### src/rtl/drive_pkg.sv
// Shared types and constants for the Bluetooth drive controller:
// FSM states, motion directions, drive codes and command byte decode.
package drive_pkg;

  localparam int unsigned SPEED_W   = 4;
  localparam int unsigned SLOT_MAX  = 8;
  localparam int unsigned LEVEL_RST = 5;

  typedef enum logic [1:0] {
    ST_IDLE  = 2'd0,
    ST_RUN   = 2'd1,
    ST_BRAKE = 2'd2
  } state_e;

  typedef enum logic [1:0] {
    DIR_FWD   = 2'd0,
    DIR_REV   = 2'd1,
    DIR_LEFT  = 2'd2,
    DIR_RIGHT = 2'd3
  } dir_e;

  localparam logic [1:0] DRV_STOP = 2'b00;
  localparam logic [1:0] DRV_FWD  = 2'b01;
  localparam logic [1:0] DRV_REV  = 2'b10;
  localparam logic [1:0] DRV_TURN = 2'b11;

  localparam logic [7:0] CMD_F  = 8'h46;
  localparam logic [7:0] CMD_B  = 8'h42;
  localparam logic [7:0] CMD_L  = 8'h4C;
  localparam logic [7:0] CMD_R  = 8'h52;
  localparam logic [7:0] CMD_S  = 8'h53;
  localparam logic [7:0] CMD_D0 = 8'h30;
  localparam logic [7:0] CMD_D9 = 8'h39;

  typedef struct packed {
    logic               is_dir;
    dir_e               dir;
    logic               is_stop;
    logic               is_digit;
    logic [SPEED_W-1:0] level;
    logic               is_err;
  } cmd_t;

  function automatic cmd_t decode_cmd(input logic [7:0] b);
    cmd_t c;
    c     = '0;
    c.dir = DIR_FWD;
    case (b)
      CMD_F: begin c.is_dir = 1'b1; c.dir = DIR_FWD;   end
      CMD_B: begin c.is_dir = 1'b1; c.dir = DIR_REV;   end
      CMD_L: begin c.is_dir = 1'b1; c.dir = DIR_LEFT;  end
      CMD_R: begin c.is_dir = 1'b1; c.dir = DIR_RIGHT; end
      CMD_S: c.is_stop = 1'b1;
      default: begin
        if (b >= CMD_D0 && b <= CMD_D9) begin
          c.is_digit = 1'b1;
          c.level    = b[SPEED_W-1:0];
        end else begin
          c.is_err = 1'b1;
        end
      end
    endcase
    return c;
  endfunction

  function automatic logic [1:0] drive_code(input dir_e d);
    case (d)
      DIR_FWD: return DRV_FWD;
      DIR_REV: return DRV_REV;
      default: return DRV_TURN;
    endcase
  endfunction

  // {dir_l, dir_r}; 1 = wheel turns forward
  function automatic logic [1:0] dir_bits(input dir_e d);
    case (d)
      DIR_FWD:  return 2'b11;
      DIR_REV:  return 2'b00;
      DIR_LEFT: return 2'b01;
      default:  return 2'b10;
    endcase
  endfunction

endpackage

### src/rtl/tick_gen.sv
// Free-running divider: tick_c is high for one cycle out of every DIV cycles.
module tick_gen #(
  parameter int unsigned DIV = 1000
) (
  input  logic clk,
  input  logic rst,
  output logic tick_c
);

  localparam int unsigned CW = (DIV > 1) ? $clog2(DIV) : 1;
  localparam logic [CW-1:0] LAST = CW'(DIV - 1);

  logic [CW-1:0] cnt_q;

  assign tick_c = (cnt_q == LAST);

  always_ff @(posedge clk) begin
    if (rst) begin
      cnt_q <= '0;
    end else if (tick_c) begin
      cnt_q <= '0;
    end else begin
      cnt_q <= cnt_q + CW'(1);
    end
  end

endmodule

### src/rtl/drive_ctrl.sv
// Two-motor drive controller: decodes UART command bytes into a run/brake
// FSM with speed ramping, a receive watchdog and slot-based PWM.
module drive_ctrl
  import drive_pkg::*;
#(
  parameter int unsigned TIMEOUT_CYC = 50_000_000,
  parameter int unsigned RAMP_DIV    = 1_000_000,
  parameter int unsigned PWM_DIV     = 1_000
) (
  input  logic       clk,
  input  logic       rst,
  input  logic       rx_valid,
  input  logic [7:0] rx_data,
  output logic [1:0] drive,
  output logic       dir_l,
  output logic       dir_r,
  output logic       pwm_l,
  output logic       pwm_r,
  output logic       cmd_err
);

  localparam int unsigned WD_W = $clog2(TIMEOUT_CYC + 1);
  localparam logic [WD_W-1:0]    WD_LAST  = WD_W'(TIMEOUT_CYC - 1);
  localparam logic [SPEED_W-1:0] SLOT_TOP = SPEED_W'(SLOT_MAX);
  localparam logic [SPEED_W-1:0] LVL_RST  = SPEED_W'(LEVEL_RST);

  state_e             state_q, state_d;
  dir_e               dir_q, dir_d;
  dir_e               pend_dir_q, pend_dir_d;
  logic               pend_vld_q, pend_vld_d;
  logic [SPEED_W-1:0] level_q, level_d;
  logic [SPEED_W-1:0] speed_q, speed_d;
  logic [SPEED_W-1:0] slot_q, slot_d;
  logic [SPEED_W-1:0] target_c;
  logic [WD_W-1:0]    wdog_q, wdog_d;

  logic [1:0] drive_d;
  logic [1:0] dir_lr_d;
  logic       pwm_d;
  logic       err_d;

  logic ramp_tick_c;
  logic pwm_tick_c;
  cmd_t cmd_c;
  logic dir_cmd_c;
  logic stop_cmd_c;

  tick_gen #(.DIV(RAMP_DIV)) u_ramp_tick (
    .clk    (clk),
    .rst    (rst),
    .tick_c (ramp_tick_c)
  );

  tick_gen #(.DIV(PWM_DIV)) u_pwm_tick (
    .clk    (clk),
    .rst    (rst),
    .tick_c (pwm_tick_c)
  );

  assign cmd_c      = decode_cmd(rx_data);
  assign dir_cmd_c  = rx_valid & cmd_c.is_dir;
  assign stop_cmd_c = rx_valid & cmd_c.is_stop;

  // FSM state register plus the datapath registers that follow it
  always_ff @(posedge clk) begin
    if (rst) begin
      state_q    <= ST_IDLE;
      dir_q      <= DIR_FWD;
      pend_dir_q <= DIR_FWD;
      pend_vld_q <= 1'b0;
      level_q    <= LVL_RST;
      speed_q    <= '0;
      slot_q     <= '0;
      wdog_q     <= '0;
      drive      <= DRV_STOP;
      dir_l      <= 1'b1;
      dir_r      <= 1'b1;
      pwm_l      <= 1'b0;
      pwm_r      <= 1'b0;
      cmd_err    <= 1'b0;
    end else begin
      state_q    <= state_d;
      dir_q      <= dir_d;
      pend_dir_q <= pend_dir_d;
      pend_vld_q <= pend_vld_d;
      level_q    <= level_d;
      speed_q    <= speed_d;
      slot_q     <= slot_d;
      wdog_q     <= wdog_d;
      drive      <= drive_d;
      dir_l      <= dir_lr_d[1];
      dir_r      <= dir_lr_d[0];
      pwm_l      <= pwm_d;
      pwm_r      <= pwm_d;
      cmd_err    <= err_d;
    end
  end

  // Next state, pending direction and watchdog
  always_comb begin
    state_d    = state_q;
    dir_d      = dir_q;
    pend_dir_d = pend_dir_q;
    pend_vld_d = pend_vld_q;
    level_d    = level_q;
    wdog_d     = '0;
    err_d      = 1'b0;

    if (rx_valid) begin
      err_d = cmd_c.is_err;
      if (cmd_c.is_digit) begin
        level_d = cmd_c.level;
      end
    end

    unique case (state_q)
      ST_IDLE: begin
        if (dir_cmd_c) begin
          state_d = ST_RUN;
          dir_d   = cmd_c.dir;
        end
      end
      ST_RUN: begin
        // any received byte reloads the watchdog, even in its expiry cycle
        if (dir_cmd_c && (cmd_c.dir != dir_q)) begin
          state_d    = ST_BRAKE;
          pend_vld_d = 1'b1;
          pend_dir_d = cmd_c.dir;
        end else if (stop_cmd_c) begin
          state_d    = ST_BRAKE;
          pend_vld_d = 1'b0;
        end else if (!rx_valid && (wdog_q == WD_LAST)) begin
          state_d    = ST_BRAKE;
          pend_vld_d = 1'b0;
        end else if (!rx_valid) begin
          wdog_d = wdog_q + WD_W'(1);
        end
      end
      ST_BRAKE: begin
        if (dir_cmd_c) begin
          pend_vld_d = 1'b1;
          pend_dir_d = cmd_c.dir;
        end else if (stop_cmd_c) begin
          pend_vld_d = 1'b0;
        end
        // a byte arriving in the exit cycle still steers where we go
        if (speed_q == '0) begin
          if (pend_vld_d) begin
            state_d = ST_RUN;
            dir_d   = pend_dir_d;
          end else begin
            state_d = ST_IDLE;
          end
          pend_vld_d = 1'b0;
        end
      end
      default: begin
        state_d    = ST_IDLE;
        pend_vld_d = 1'b0;
      end
    endcase
  end

  // Speed ramp, PWM slot and registered output values
  always_comb begin
    target_c = (state_q == ST_RUN) ? level_q : '0;
    speed_d  = speed_q;
    slot_d   = slot_q;

    if (ramp_tick_c) begin
      if (speed_q < target_c) begin
        speed_d = speed_q + SPEED_W'(1);
      end else if (speed_q > target_c) begin
        speed_d = speed_q - SPEED_W'(1);
      end
    end

    if (pwm_tick_c) begin
      slot_d = (slot_q == SLOT_TOP) ? '0 : slot_q + SPEED_W'(1);
    end

    drive_d  = (state_d == ST_IDLE) ? DRV_STOP : drive_code(dir_d);
    dir_lr_d = dir_bits(dir_d);
    pwm_d    = (slot_d < speed_d);
  end

endmodule

### config.mk
export PLATFORM = sky130hd
export DESIGN_NAME = drive_ctrl
export DESIGN_NICKNAME = d
export VERILOG_FILES = /design/src/rtl/drive_pkg.sv /design/src/rtl/tick_gen.sv /design/src/rtl/drive_ctrl.sv
export SDC_FILE = /design/constraint.sdc
export NUM_CORES = 1
export LEC_CHECK = 0
export ABC_AREA = 1
export CAP_MARGIN = 20
export CORE_AREA = 8 8 114 116
export CTS_BUF_LIST = sky130_fd_sc_hd__clkbuf_4 sky130_fd_sc_hd__clkbuf_8
export CTS_CLUSTER_DIAMETER = 100
export DETAILED_ROUTE_END_ITERATION = 12
export DIE_AREA = 0 0 122 124
export GPL_TIMING_DRIVEN = 0
export PLACE_DENSITY = 0.57
export SLEW_MARGIN = 10
export SYNTH_ARGS = -nofsm -noshare
export SYNTH_HDL_FRONTEND = slang
export SYNTH_SLANG_ARGS = --single-unit
export TNS_END_PERCENT = 10
### constraint.sdc
create_clock -name clk -period 2.3 [get_ports clk]
set_input_delay 0.23 -clock clk [delete_from_list [all_inputs] [get_ports clk]]
set_output_delay 0.23 -clock clk [all_outputs]
set_load 0.02 [all_outputs]
Word-level counts from Yosys, hierarchy flattened --
Index checks and enable logic that the tools add are counted.
Storage, ports and cells: register bits after elaboration 81, bits of input ports 11, output and inout port bits 7, logic and storage cells 100
Cells by class: bitwise operators 5, multiplexer cells 35, magnitude comparators 5, eq/ne operators 16, add/subtract/negate cells 6, reductions and logical operators 18
Operator list (count):
- $eq 8x7->1 const B | 5
- $add 26x1->26 const B | 1
- $eq 26x26->1 const B | 1
- $mux 4 | 6
- $add 20x1->20 const B | 1
- $eq 20x20->1 const B | 1
- $mux 2 | 10
- $pmux 2 s2 | 3
- $pmux 2 s3 | 2
- $pmux 3 s4 | 1
- $add 10x1->10 const B | 1
- $eq 10x10->1 const B | 1
- $mux 1 | 10
- $add 4x1->4 const B | 2
- $ge 8x6->1 const B | 1
- $le 8x6->1 const B | 1
- $lt 4x4->1 | 2
- $reduce_or 7->1 | 1
- $logic_not 2->1 | 3
- $mux 6 | 1
- $reduce_and 2->1 | 3
- $reduce_or 2->1 | 3
- $reduce_or 6->1 | 1
- $mux 5 | 1
- 16 further kinds | 23

Logic depth before layout (Yosys ltp) --
depth after elaboration 11, gate-level depth with buffers 19, gate-level depth less buffers 18

Hierarchy --
From an unflattened synthesis, not the netlist that was laid out.
Unflattened totals: cells, all modules 678, area total of the unflattened synthesis 4634.4 um^2
Modules (own cells, without submodules):
- drive_ctrl | area an instance 3054.2 um^2, seq. area each 1021.0 um^2, times used 1, cells an instance 447
- tick_gen (u_ramp_tick) | area an instance 1123.6 um^2, seq. area each 400.4 um^2, times used 1, cells an instance 169
- tick_gen (u_pwm_tick) | area an instance 456.7 um^2, seq. area each 200.2 um^2, times used 1, cells an instance 62

Worst setup path after synthesis --
OpenSTA, ideal clock, no wires.
path type register to register, start register state_q[1], end register pwm_r, slack -0.116 ns, arrival time 2.346 ns, period minus slack after synthesis 2.416 ns, library setup time 0.070 ns, cell stages (with the launch flop) 19, required time 2.230 ns, buffers on the path 1, cell sequence dfxtp_1 inv_1 ha_1 buf_2 nand2_1 ha_1 inv_1 o21bai_1 nand2_1 nand2_1 inv_1 or2_2 nand3_1 xnor2_1 inv_1 ha_1 nand2_1 inv_1 a21oi_1
On the way: cells in the longest elaborated chain, start to end 7, elaborated cells on any way between the ends 8, those cells by class 3 x order compare; 1 x eq/ne; 4 x mux
Ends and longest elaborated chain:
- from (decl) | line drive_ctrl.sv:27 | state_e state_q, state_d;
- from (signal assigned) | line drive_ctrl.sv:82 | state_q <= state_d;
- $eq 2x1->1 (*) | line drive_ctrl.sv:166 | target_c = (state_q == ST_RUN) ? level_q : '0;
- $mux 4 (*) | line drive_ctrl.sv:166
- $gt 4x4->1 | line drive_ctrl.sv:173 | end else if (speed_q > target_c) begin
- $mux 4 | line drive_ctrl.sv:173
- $mux 4 (*) | line drive_ctrl.sv:171 | if (speed_q < target_c) begin
- $mux 4 (*) | line drive_ctrl.sv:170 | if (ramp_tick_c) begin
- $lt 4x4->1 (*) | line drive_ctrl.sv:184 | pwm_d = (slot_d < speed_d);
- to (signal assigned) | line drive_ctrl.sv:94 | pwm_r <= pwm_d;
- to (decl) | line drive_ctrl.sv:18 | output logic pwm_r,
Every way passes the cells marked *; elsewhere a longest branch is shown, timed or not. A chain may end at the register's enable or synchronous reset.

Worst setup path in the final report --
Same ends and word-level chain as after synthesis.

==> parameters.txt <==
Parameter                              Value

Run status
  Run status ... finished, violations left
  Violations in the final reports ... negative setup slack

Power
  Switching share of total power ... 21.8%
  Total net switching power ... 588 µW
  Relative contribution of combinational cells to total power ... 3.9%
  Clock share of power ... 43.6%
  Power Internal ... 2.11 mW
  Pwr Total ... 2.70 mW
  VDD IR-drop max ... 0.340 mV
  Cell Pwr Density ... 524 nW/µm²
  LEAKAGE ... 2.17 nW
  Relative contribution of sequential cells to total power ... 52.6%

Layout
  Area growth from synthesis to final layout ... 17.0%
  Ant diodes ... 0
  Final net count ... 699
  Design Area, Final ... 5150 µm²
  Fraction of layout cells with a size suffix above 1 ... 14.7%
  Post-Layout Cell Count ... 815

Clocking
  H-Tree Depth ... 3
  Number of buffers created by CTS ... 9
  Root Driver ... clkbuf_8
  Later-pin clock latency in the skew report ... 360 ps
  Clock slew at the register clock pins of the worst setup and hold paths ... 80 ps
  CTS tree ... built
  # hold bufs at CTS ... 0
  Number of clock sinks seen by CTS ... 81
  Clock tree buffer depth ... 2

Detailed routing
  DRC Markers ... 0
  Vias per inst ... 4.76
  Vias after detailed routing ... 3882
  Final wirelength ... 9420 µm
  Router iterations before antenna repair ... 4
  Antenna-violating nets left ... 0
  Number of DRC markers in iteration 0 ... 144
  Routed wire per std cell ... 11.6 µm

Yosys
  Syn Std Cell Area ... 4400 µm²
  Library cell with the highest instance count after synthesis ... nand2_1
  Most frequently used flop master after synthesis ... dfxtp_1
  Register bit total from synthesis ... 81
  YS warnings ... 0
  Synthesized netlist cell count ... 634
  Synth top cells by count ... nand2_1 (145), inv_1 (90), dfxtp_1 (81), nor2_1 (75), a21oi_1 (42)
  Count of flip-flops with a built-in enable after synthesis ... 0
  Synthesized area per cell ... 6.95 µm²
  Sequential fraction of the synthesis area ... 36.8%
  Biggest area consumer among synthesized cells ... dfxtp_1
  Async SR Flop Fraction ... 0%
  Fraction of post-synthesis cell area in the top cell type by area ... 36.8%
  Dominant cells by area after synthesis ... dfxtp_1 (37%), nand2_1 (12%), inv_1 (7.7%)
  Number of nets in the synthesized netlist ... 665
  Synth cell types ... 39

Timing
  Slew HR ... 66.6%
  Number of failing setup endpoints in the final timing report ... 1
  Final Slew Violations ... 0
  Final hold violation count ... 0
  Highest clock frequency the design can meet ... 0.421 GHz
  Slew at the pin with the worst max-slew slack ... 501 ps
  Final setup margin ... -73.9 ps
  Clock period minus worst slack ... 2370 ps
  Share of the clock period used by the worst path after layout ... 103%
  Smallest hold slack ... 455 ps
  Worst setup skew after layout ... 6.88 ps
  Setup repair after global routing missed its margin ... yes

Floorplanning
  Die width ... 122 µm
  Die outline area ... 15100 µm²
  Number of placed I/O pins ... 18
  Starting density of the core ... 39.4%
  CORE AREA ... 11200 µm²
  Die boundary height ... 124 µm
  Placement Rows ... 39

Global route
  Total global routing overflow ... 0
  Global router's overall resource usage ... 13.1%
  Initial antenna violation count ... 0
  Number of global-route vias before repair ... 3669
  Maximum number of pins on one net before global-route repair ... 13
  Wire length of the first global-routing pass ... 16100 µm

Critical path
  Category of the worst setup path launch point ... flip-flop
  Required time of the critical path ... 2590 ps
  Endpoint class of the critical path ... flip-flop
  CP Max Fanout ... 6
  Category of the most critical setup path ... reg -> reg
  CP Data Arrival Time ... 2660 ps

Place
  Half-perimeter wire length after detailed placement ... 7050 µm
  Inst Count DP ... 794
  Final weighted congestion in routability-driven placement ... 0.836
  Worst slack, placed ... -389 ps
  Post-DP Area ... 4780 µm²
  Quantity of I/O buffers inserted on ports ... 17

Min path
  Min-Delay Path Class ... reg -> reg

Run
  Max-cap violations ... 0
[flip-flops by register name, summed over array words and instances, names as in the netlist, 2 cells and up]
name               flops
state_q                2
speed_q                4
u_pwm_tick.cnt_q      10
pend_dir_q             2
slot_q                 4
u_ramp_tick.cnt_q     20
wdog_q                26
dir_q                  2
level_q                4
drive                  2
[stage by stage]
step / setup TNS [ps] / utilization [%]
after floorplan: 0 / -
after global placement: -866 / 42.8
after detailed placement: -811 / 42.8
after CTS: -88.0 / 45.6
after global routing: -369 / 46.1
final: -73.9 / 46.1
[worst paths after layout]
check	from	endpoint	slack (ps)	cells past startpoint
max	state_q[1]	pwm_r	-70	16
min	u_pwm_tick.cnt_q[0]	u_pwm_tick.cnt_q[0]	450	1
max reg2reg	state_q[1]	pwm_r	-70	16
min reg2reg	u_pwm_tick.cnt_q[0]	u_pwm_tick.cnt_q[0]	450	1
[power by group through the flow]
stage | Sequential (mW) | Combinational (mW) | Clock, mW
6_report | 1.42 | 0.104 | 1.18
3_3_place_gp | 1.45 | 0.0996 | 0
3_5_place_dp | 1.45 | 0.102 | 0
5_1_grt | 1.42 | 0.117 | 1.27
4_1_cts | 1.42 | 0.104 | 1.22
2_1_floorplan | 1.45 | 0.0576 | 0
[logic make-up (layout without fill, tap and decap cells)]
kind of cell	after synthesis	count (layout)	share of synthesized area (%)
fa+ha+maj	20	20	5.68
simple gates	335	335	35.7
flops	81	81	36.8
xor+xnor	17	17	3.38
buf+inv	108	146	9.43
compound gates	73	73	9.01
[metal layers]
| layer | track usage [%] | wire, µm | vias to the layer above |
|---|---|---|---|
| li1 | - | - | 2087 |
| met1 | 16.2 | 4730 | 1748 |
| met2 | 21.5 | 4270 | 33 |
| met3 | 3.26 | 264 | 14 |
| met4 | 5.40 | 155 | 0 |
| met5 | 0 | 0 | - |
[placed cells by master (no fill, tap or decap), types with 13 or more instances in the layout]
cell type        synthesis  layout
nand2_1                145     139
inv_1                   90      86
dfxtp_1                 81      79
nor2_1                  75      73
nand3_1                 41      39
a21oi_1                 42      38
nor3_1                  19      18
clkdlybuf4s50_1          0      17
ha_1                    20      16
inv_2                    9      13
[repair_timing]
action / 4_1_cts / 5_1_grt
hold endpoints to repair: 0 / 0
resized for setup: 12 / 13
pin swaps: 9 / 8
buffers inserted: 6 / 1
endpoints found under the setup margin: 1 / 2
[worst max-delay path, stage by stage, from the launching register on]
cell,delay [ps]
dfxtp_2,340
inv_2,70
ha_4,190
nand2_4,60
ha_4,260
inv_2,30
o21bai_1,120
nand2_1,70
nand2_2,130
nand3_2,80
o21ai_2,70
nand2_2,80
xor2_2,150
ha_1,310
a21oi_2,130
nand2_1,70
a21oi_2,130
[cell type report]
class	count	area, µm²
multi-input combinational	445	2500
buffer	7	35.0
tap	143	179
timing repair buffer	24	223
fill	1127	6020
clock buffer	12	153
inverter	100	375
sequential	81	1620
clock inverter	3	65.1
Note: power is estimated with default switching activity, not from simulation.
